**src/rtl/uart_tx.sv**
```systemverilog
// Byte-wide UART transmitter: start bit, 8 data bits LSB first, optional parity, 1 or 2 stop bits.
// tx and ready come straight from flops, so valid and data have no combinational path to the outputs.
module uart_tx #(
    parameter int CLKS_PER_BIT = 434,
    parameter int PARITY       = 0,
    parameter int STOP_BITS    = 1
) (
    input  logic       clk,
    input  logic       reset,
    input  logic [7:0] data,
    input  logic       valid,
    output logic       ready,
    output logic       tx
);

    // state    | meaning
    // S_IDLE   | line at mark, ready high, bit timer held at 0
    // S_START  | start bit (tx = 0)
    // S_DATA   | 8 data bits, LSB first, from the shift register
    // S_PARITY | even/odd parity bit over the latched byte
    // S_STOP   | STOP_BITS stop bits (tx = 1)

    localparam int TW = $clog2(CLKS_PER_BIT);
    localparam logic [TW-1:0] BIT_LAST = TW'(CLKS_PER_BIT - 1);

    if (CLKS_PER_BIT < 2 || PARITY < 0 || PARITY > 2 || (STOP_BITS != 1 && STOP_BITS != 2)) begin : g_param_err
        $error("uart_tx: illegal parameter value");
    end

    typedef enum logic [2:0] {
        S_IDLE   = 3'd0,
        S_START  = 3'd1,
        S_DATA   = 3'd2,
        S_PARITY = 3'd3,
        S_STOP   = 3'd4
    } state_t;

    state_t          r_state;
    state_t          w_state_next;
    logic [TW-1:0]   r_timer;
    logic [7:0]      r_shift;
    logic [2:0]      r_idx;
    logic            r_stop_idx;
    logic            r_par;
    logic            r_tx;
    logic            r_ready;
    logic            w_tx_next;
    logic            w_ready_next;
    logic            w_accept;
    logic            w_bit_end;

    assign w_accept  = valid && (r_state == S_IDLE);
    assign w_bit_end = (r_timer == BIT_LAST);
    assign tx        = r_tx;
    assign ready     = r_ready;

    always_ff @(posedge clk or negedge reset) begin
        if (!reset) begin
            r_state <= S_IDLE;
        end else begin
            r_state <= w_state_next;
        end
    end

    always_comb begin
        w_state_next = r_state;
        case (r_state)
            S_IDLE:   if (w_accept) w_state_next = S_START;
            S_START:  if (w_bit_end) w_state_next = S_DATA;
            S_DATA:   if (w_bit_end && r_idx == 3'd7) w_state_next = (PARITY != 0) ? S_PARITY : S_STOP;
            S_PARITY: if (w_bit_end) w_state_next = S_STOP;
            S_STOP:   if (w_bit_end && (STOP_BITS == 1 || r_stop_idx)) w_state_next = S_IDLE;
            default:  w_state_next = S_IDLE;
        endcase
    end

    // Output levels are computed for the state being entered so the flops present them from that edge on.
    always_comb begin
        w_tx_next    = 1'b1;
        w_ready_next = (w_state_next == S_IDLE);
        case (w_state_next)
            S_START:  w_tx_next = 1'b0;
            S_DATA:   w_tx_next = (r_state == S_DATA && w_bit_end) ? r_shift[1] : r_shift[0];
            S_PARITY: w_tx_next = r_par;
            default:  w_tx_next = 1'b1;
        endcase
    end

    always_ff @(posedge clk or negedge reset) begin
        if (!reset) begin
            r_timer    <= '0;
            r_shift    <= '0;
            r_idx      <= '0;
            r_stop_idx <= 1'b0;
            r_par      <= 1'b0;
            r_tx       <= 1'b1;
            r_ready    <= 1'b1;
        end else begin
            r_tx    <= w_tx_next;
            r_ready <= w_ready_next;

            if (r_state == S_IDLE || w_bit_end) begin
                r_timer <= '0;
            end else begin
                r_timer <= r_timer + 1'b1;
            end

            if (w_accept) begin
                r_shift    <= data;
                r_idx      <= '0;
                r_stop_idx <= 1'b0;
                r_par      <= (^data) ^ (PARITY == 2);
            end else begin
                if (r_state == S_DATA && w_bit_end) begin
                    r_shift <= {1'b0, r_shift[7:1]};
                    r_idx   <= r_idx + 3'd1;
                end
                if (r_state == S_STOP && w_bit_end) begin
                    r_stop_idx <= 1'b1;
                end
            end
        end
    end

endmodule

```
**config.mk**
```make
export PLATFORM = sky130hd
export DESIGN_NAME = uart_tx
export DESIGN_NICKNAME = d
export VERILOG_FILES = /design/src/rtl/uart_tx.sv
export SDC_FILE = /design/constraint.sdc
export NUM_CORES = 1
export LEC_CHECK = 0
export CORE_MARGIN = 1.5
export CORE_UTILIZATION = 25
export DETAILED_ROUTE_END_ITERATION = 10
export GPL_TIMING_DRIVEN = 0
export PLACE_DENSITY = 0.52
export SYNTH_ARGS = -nofsm -noshare
export SYNTH_HDL_FRONTEND = slang
export SYNTH_SLANG_ARGS = --single-unit
```
**constraint.sdc**
```tcl
create_clock -name clk -period 2.5 [get_ports clk]
set_clock_uncertainty 0.15 [all_clocks]
set_input_delay 0.5 -clock clk [delete_from_list [all_inputs] [get_ports clk]]
set_output_delay 0.5 -clock clk [all_outputs]
set_load 0.1 [all_outputs]
```
==> results by group, run 1 <==
STA
  – RSZ-0062 raised after global routing: false
  – Worst hold slack: 0.358 ns
  – Tcrit/Tclk final: about 91%
  – Final worst slack: approximately 0.22 ns
  – Final Hold Fails: 0
  – Final Max Tran Viols: 0
  – Setup Total Neg Slack: 0 ns
  – Least-Margin Pin Slew: approximately 1.2 ns
  – Relative slew margins: between 20% and 30%
  – Crit path time final: around 2.3 ns
  – Achievable Freq: ~0.44 GHz
  – Final setup vio count: 0

Clock tree
  – Clk pin slew, worst setup/hold paths: ~0.090 ns
  – H-Tree Depth: 1
  – CTS tree: done
  – Post-CTS Setup Bufs: 0
  – CTS buffer count: 3
  – Longest Clk Path Bufs: 2
  – Clk_lat worst skew: between 0.2 and 0.3 ns
  – Hold buffers post-CTS: 0
  – CTS Root Cell: clkbuf_8
  – CTS Sinks: 26

GRT
  – Met2 Track Usage GR: 16.8%
  – Initial antenna violation count: 0
  – Met3 usage: between 2 and 2.5%
  – Largest net degree at the start of global routing: 27
  – First-pass GRT wire length: approximately 4.7 mm
  – Vias in the first global route: between 1,000 and 1,500
  – Gr busiest metal: met2
  – GRT met1 Usage: between 10% and 20%
  – GRT overflow: 0
  – Total global-route track usage: around a tenth

Worst setup path
  – Critical Path Start Type: flop
  – Crit path buffers/inverters: 1
  – Critical Path End Type: output pin
  – R2R depth: 7
  – Worst R2R Setup Slack: approximately 0.7 ns
  – Worst path top cell family by delay: buffers and inverters
  – WS Path Type: reg2out
  – Crit-path cells: dlygate4sd2_1
  – Worst-path fanout max: 1
  – Worst r2r src: r_timer[1]
  – Worst path max stage delay: between 0.8 and 0.9 ns
  – Capture point of the worst reg-to-reg path: r_timer[2]
  – Slowest cell on crit path: dlygate4sd2_1
  – Critical Path Source: tx
  – Arrival time worst endpoint: between 1.5 and 2 ns
  – CP required: about 1.9 ns

Route
  – Iteration-0 DRC Markers: 47
  – Post-DRT Antenna Nets: 0
  – DR pass1 iterations: 4
  – DRC viols: 0
  – DR WL/cell: 12.2 µm
  – Vias: 990
  – Final WL: about 2.7 mm
  – Vias per Instance: between 4 and 5

Placement
  – RD Place Congestion: 0.753
  – Setup Slack @ Placement: 0.236 ns
  – Final HPWL DP: around 2 mm
  – DP Area: approximately 1600 µm²
  – IO buf count: 12

Synth
  – Distinct cells, synth: 36
  – Syn avg cell area: slightly above 10 µm²
  – EDFF count, synth: 0
  – Sequential area share after synthesis: 48.2%
  – Post-Synthesis Net Count: around 150
  – Post-Syn Area: 1350 µm²
  – Synthesis Warnings: 0
  – Synth async-reset ratio: 100%
  – Main synth FF type: dfrtp_1
  – Post-Synthesis Cells: around 130
  – FF+latch count, synth: 26

Worst hold path
  – Hold path depth: 2
  – Endpoint, Worst Hold: r_par
  – Hold Path Origin: r_par
  – Worst hold path class: reg2reg

Floorplanning
  – Core area: approximately 5200 µm²
  – Die area: slightly below 6000 µm²
  – Ports: 13
  – Die width: 76.6 µm
  – Die Y: approximately 77 µm
  – Initial Utilization: between 20% and 30%
  – FP Rows: 26

Pwr
  – PD cells: roughly 500 nW/µm²
  – Worst VDD drop: 172 µV
  – Leak: 0.000661 µW

Final layout
  – Final Net Count: about 170
  – Post-layout util: 31.5%
  – N_diodes: 0
  – Reg area: approximately 650 µm²
  – Design Area, Final: ~1600 µm²
  – Area delta synth->final: 20.4%
  – Multi-input gate area: 653 µm²
  – Share of cells above drive strength 1: a little over a tenth
  – Fillers: approximately 540

Flow run
  – Max Cap Viol: 0

Outcome
  – Status: finished clean
stage by stage:
stage / std cells / total power (µW)
global placement: 215 / 476
global route: 219 / 856
CTS: 219 / 833
detailed placement: 215 / 476
floorplan: 133 / 447
finish: 219 / 817
cell usage in the layout, fill, tap and decap left out, types with 3 or more instances in the layout:
cell type,n
xnor2_1,12
clkbuf_8,3
inv_1,6
mux2i_1,5
dfrtp_1,24
o21ai_0,9
nand3_1,11
nor2_1,17
nand2_1,13
clkdlybuf4s50_1,10
ha_1,4
Yosys cell counts, types with 2 or more instances:
| cell type | n | share of area (%) |
|---|---|---|
| and3_1 | 2 | 0.92 |
| mux2i_1 | 5 | 3.7 |
| inv_1 | 6 | 1.7 |
| dfrtp_1 | 24 | 44 |
| o21ai_0 | 9 | 3.3 |
| a21oi_1 | 2 | 0.74 |
| buf_2 | 2 | 0.74 |
| xor2_1 | 2 | 1.3 |
| dfstp_2 | 2 | 3.9 |
| xnor2_1 | 12 | 7.8 |
| nand2_1 | 13 | 3.6 |
| nor2_1 | 17 | 4.7 |
| nand3_1 | 11 | 4.1 |
| ha_1 | 4 | 3.7 |
repair_timing:
item / in CTS / in global routing
endpoints found under the setup margin: 2 / 0
endpoints found under the hold margin: 0 / 0
gates resized for setup: 2 / 0
area by class of cell:
cell class,count,share of cell area [%]
sequential,26,40.1
multi-input combinational,97,40.1
timing repair buffer,12,7.21
tap,70,5.37
clock buffer,3,2.53
clock inverter,1,1.84
buffer,4,1.53
inverter,6,1.38
worst max path at each step:
stage          to  slack [ns]  cells after the start
2_1_floorplan  tx        0.87                      7
3_5_place_dp   tx        0.24                      1
3_3_place_gp   tx        0.23                      1
4_1_cts        tx        0.20                      1
6_report       tx        0.22                      1
5_1_grt        tx        0.17                      1
cell families after synthesis:
| group | Yosys count | share of synthesized area, % |
|---|---|---|
| AO/OA/AOI/OAI | 20 | 9.98 |
| buffers and inverters | 10 | 3.51 |
| AND/OR/NAND/NOR | 54 | 21.8 |
| flip-flops | 26 | 48.2 |
| adder cells (fa/ha/maj) | 4 | 3.70 |
| multiplexers | 5 | 3.70 |
| XOR/XNOR | 14 | 9.06 |
registers in the layout (all words and copies together) (netlist names):
| register | cells |
|---|---|
| ready | 1 |
| r_idx | 3 |
| r_timer | 9 |
| tx | 1 |
| r_state | 3 |
| r_par | 1 |
| r_shift | 8 |
worst min-delay path, delay by kind of cell (launching register included):
kind	cells	cell delay [ns]
flops	1	0.36
simple gates	1	0.05
compound gates	1	0.07
power breakdown:
part / switching, µW / leakage [µW] / internal, µW / total, µW
logic: 20.2 / 0.000341 / 26.2 / 46.4
registers: 0 / 0.000284 / 420 / 420
clock network: 136 / 0.0000357 / 214 / 350
total: 156 / 0.000661 / 661 / 817
routing by layer:
metal / share of wire, % / vias up
met5: 0 / -
met4: 2.1 / 0
met3: 3.6 / 5
met2: 48 / 19
met1: 46 / 475
li1: - / 491
(Power assumes the default switching activity.)
==> inputs of run 2 (changes only) <==
--- a/config.mk
+++ b/config.mk
@@ -8,7 +8,6 @@
 export CORE_MARGIN = 1.5
 export CORE_UTILIZATION = 25
 export DETAILED_ROUTE_END_ITERATION = 10
-export GPL_TIMING_DRIVEN = 0
 export PLACE_DENSITY = 0.52
 export SYNTH_ARGS = -nofsm -noshare
 export SYNTH_HDL_FRONTEND = slang
==> run 2 against run 1 <==
Critical path type is now reg2reg. Via count shrank 2.5%. Clock power about the same. Fmax grew 28%. Largest cell class unchanged. Largest power group unchanged.
==> results by group, run 2 (synthesized netlist as in run 1, its figures left out) <==
Worst setup path
  – R2R depth: 4 (was 7)
  – WS Path Type: reg2reg (was reg2out)
  – Worst-path fanout max: 12 (was 1)
  – Worst path max stage delay: 0.45 ns (was 0.84 ns)
  – Capture point of the worst reg-to-reg path: tx (was r_timer[2])
  – Worst R2R Setup Slack: 0.71 ns (about the same)
  – Critical Path End Type: flop (was output pin)
  – Arrival time worst endpoint: 1.84 ns (was 1.63 ns)
  – CP required: 2.55 ns (was 1.85 ns)
  – Crit-path cells: nor2_1 -> nand3_1 -> a221oi_1 -> o21bai_1 (was dlygate4sd2_1)
  – Slowest cell on crit path: dfrtp_1 (was dlygate4sd2_1)
  – Critical Path Start Type: flop (unchanged)
  – Worst r2r src: r_state[0] (was r_timer[1])

Floorplanning
  – Core area: 5170 µm² (unchanged)
  – Initial Utilization: 26.2% (unchanged)
  – Die width: 76.6 µm (unchanged)
  – Ports: 13 (unchanged)
  – Die Y: 76.6 µm (unchanged)
  – FP Rows: 26 (unchanged)
  – Die area: 5870 µm² (unchanged)

STA
  – Final setup vio count: 0 (unchanged)
  – Achievable Freq: 0.559 GHz (was 0.438 GHz)
  – Least-Margin Pin Slew: 0.406 ns (was 1.16 ns)
  – Crit path time final: 1.79 ns (was 2.28 ns)
  – RSZ-0062 raised after global routing: false (unchanged)
  – Relative slew margins: 72.8% (was 22.2%)
  – Final Hold Fails: 0 (unchanged)
  – Setup Total Neg Slack: 0 ns (unchanged)
  – Final Max Tran Viols: 0 (unchanged)
  – Tcrit/Tclk final: 71.6% (was 91.4%)

Final layout
  – Top Registers: r_timer (9), r_shift (8) (unchanged)
  – Most flop-heavy register: r_timer (unchanged)
  – Number of flip-flops in the largest register: 9 (unchanged)
  – Fillers: 531 (was 537)
  – Most common cell after layout, fill and taps aside: dfrtp_1 (unchanged)
  – Most frequent cells in the layout: 24 x dfrtp_1, 17 x nor2_1, 13 x nand2_1 (unchanged)
  – Final Net Count: 162 (was 165)
  – N_diodes: 0 (unchanged)
  – Area delta synth->final: 18.9% (was 20.4%)
  – Share of cells above drive strength 1: 11.0% (was 10.7%)
  – Post-layout util: 31.1% (was 31.5%)

Worst hold path
  – Hold Path Origin: r_par (unchanged)
  – Hold path depth: 2 (unchanged)
  – Endpoint, Worst Hold: r_par (unchanged)
  – Worst hold path class: reg2reg (unchanged)

GRT
  – Vias in the first global route: 953 (was 1,004)
  – Largest net degree at the start of global routing: 27 (unchanged)
  – Total global-route track usage: 9.15% (was 10.1%)
  – Initial antenna violation count: 0 (unchanged)
  – First-pass GRT wire length: 4.32 mm (was 4.69 mm)
  – GRT overflow: 0 (unchanged)

Route
  – Vias per Instance: 4.47 (was 4.52)
  – DR WL/cell: 11.5 µm (was 12.2 µm)
  – Final WL: 2.49 mm (was 2.67 mm)
  – Post-DRT Antenna Nets: 0 (unchanged)
  – Vias: 965 (was 990)
  – DR pass1 iterations: 4 (unchanged)
  – DRC viols: 0 (unchanged)
  – Iteration-0 DRC Markers: 20 (was 47)

Clock tree
  – Cts repair resizes: 0 (was 2)
  – Clk_lat worst skew: 0.27 ns (about the same)
  – CTS Root Cell: clkbuf_8 (unchanged)
  – H-Tree Depth: 1 (unchanged)
  – Longest Clk Path Bufs: 2 (unchanged)
  – Hold buffers post-CTS: 0 (unchanged)
  – CTS Sinks: 26 (unchanged)
  – Clk pin slew, worst setup/hold paths: 0.09 ns (about the same)
  – CTS buffer count: 3 (unchanged)
  – CTS tree: done (unchanged)
  – Post-CTS Setup Bufs: 0 (unchanged)

Placement
  – IO buf count: 12 (unchanged)
  – Final HPWL DP: 1.85 mm (was 2.00 mm)
  – RD Place Congestion: 0.768 (was 0.753)

Pwr
  – Leak: 0.000645 µW (was 0.000661 µW)
  – PD cells: 510 nW/µm² (was 501 nW/µm²)
  – Worst VDD drop: 192 µV (was 172 µV)

Outcome
  – Status: finished clean (unchanged)

Flow run
  – Max Cap Viol: 0 (unchanged)
run 2: cell types whose count changed in the layout (fill, tap and decap cells not counted):
cell,delta
buf_4,+3
buf_2,-2
dlygate4sd2_1,-2
buf_6,-1
clkbuf_1,-1
run 2: through the flow:
stage	instance area [µm²]	setup slack (ns)	std cells	total power (µW)	hold WS, ns
2_1_floorplan	1350	0.868	133	447	0.0544
3_3_place_gp	1540	0.541	212	478	0.321
3_5_place_dp	1540	0.519	212	478	0.340
4_1_cts	1610	0.690	216	825	0.361
5_1_grt	1610	0.514	216	847	0.380
6_report	1610	0.711	216	821	0.354
run 2: worst max path at each step:
stage                     cells after the start       start  end
after floorplan                               7  r_timer[1]   tx
after global placement                        4       valid   tx
after detailed placement                      4       valid   tx
after CTS                                     4  r_state[0]   tx
after global routing                          4  r_state[0]   tx
final                                         4  r_state[0]   tx
run 2: area by class of cell:
| cell class | count | area (µm²) | share of cell area, % |
|---|---|---|---|
| clock inverters | 1 | 30.0 | 1.86 |
| inverters | 6 | 22.5 | 1.40 |
| clock buffers | 3 | 41.3 | 2.56 |
| flip-flops and latches | 26 | 653 | 40.6 |
| well taps | 70 | 87.6 | 5.44 |
| repair buffers | 13 | 123 | 7.61 |
| multi-input cells | 97 | 653 | 40.6 |
run 2: worst max-delay path: cells and delay by family (launching register included):
family | cells | cell delay (ns)
AO/OA/AOI/OAI | 2 | 0.46
AND/OR/NAND/NOR | 2 | 0.65
flip-flops | 1 | 0.45
run 2: routing by layer:
| metal | global-route usage, % | routed length [µm] |
|---|---|---|
| met5 | 0 | 0 |
| met3 | 2.04 | 84 |
| met2 | 15.3 | 1180 |
| met1 | 11.3 | 1190 |
| met4 | 3.89 | 34 |
run 2: power by group:
group	switching [µW]	internal (µW)	leakage (µW)
sequential	0	420	0.000284
combinational	20.7	27.2	0.000326
clock	138	214	0.0000357
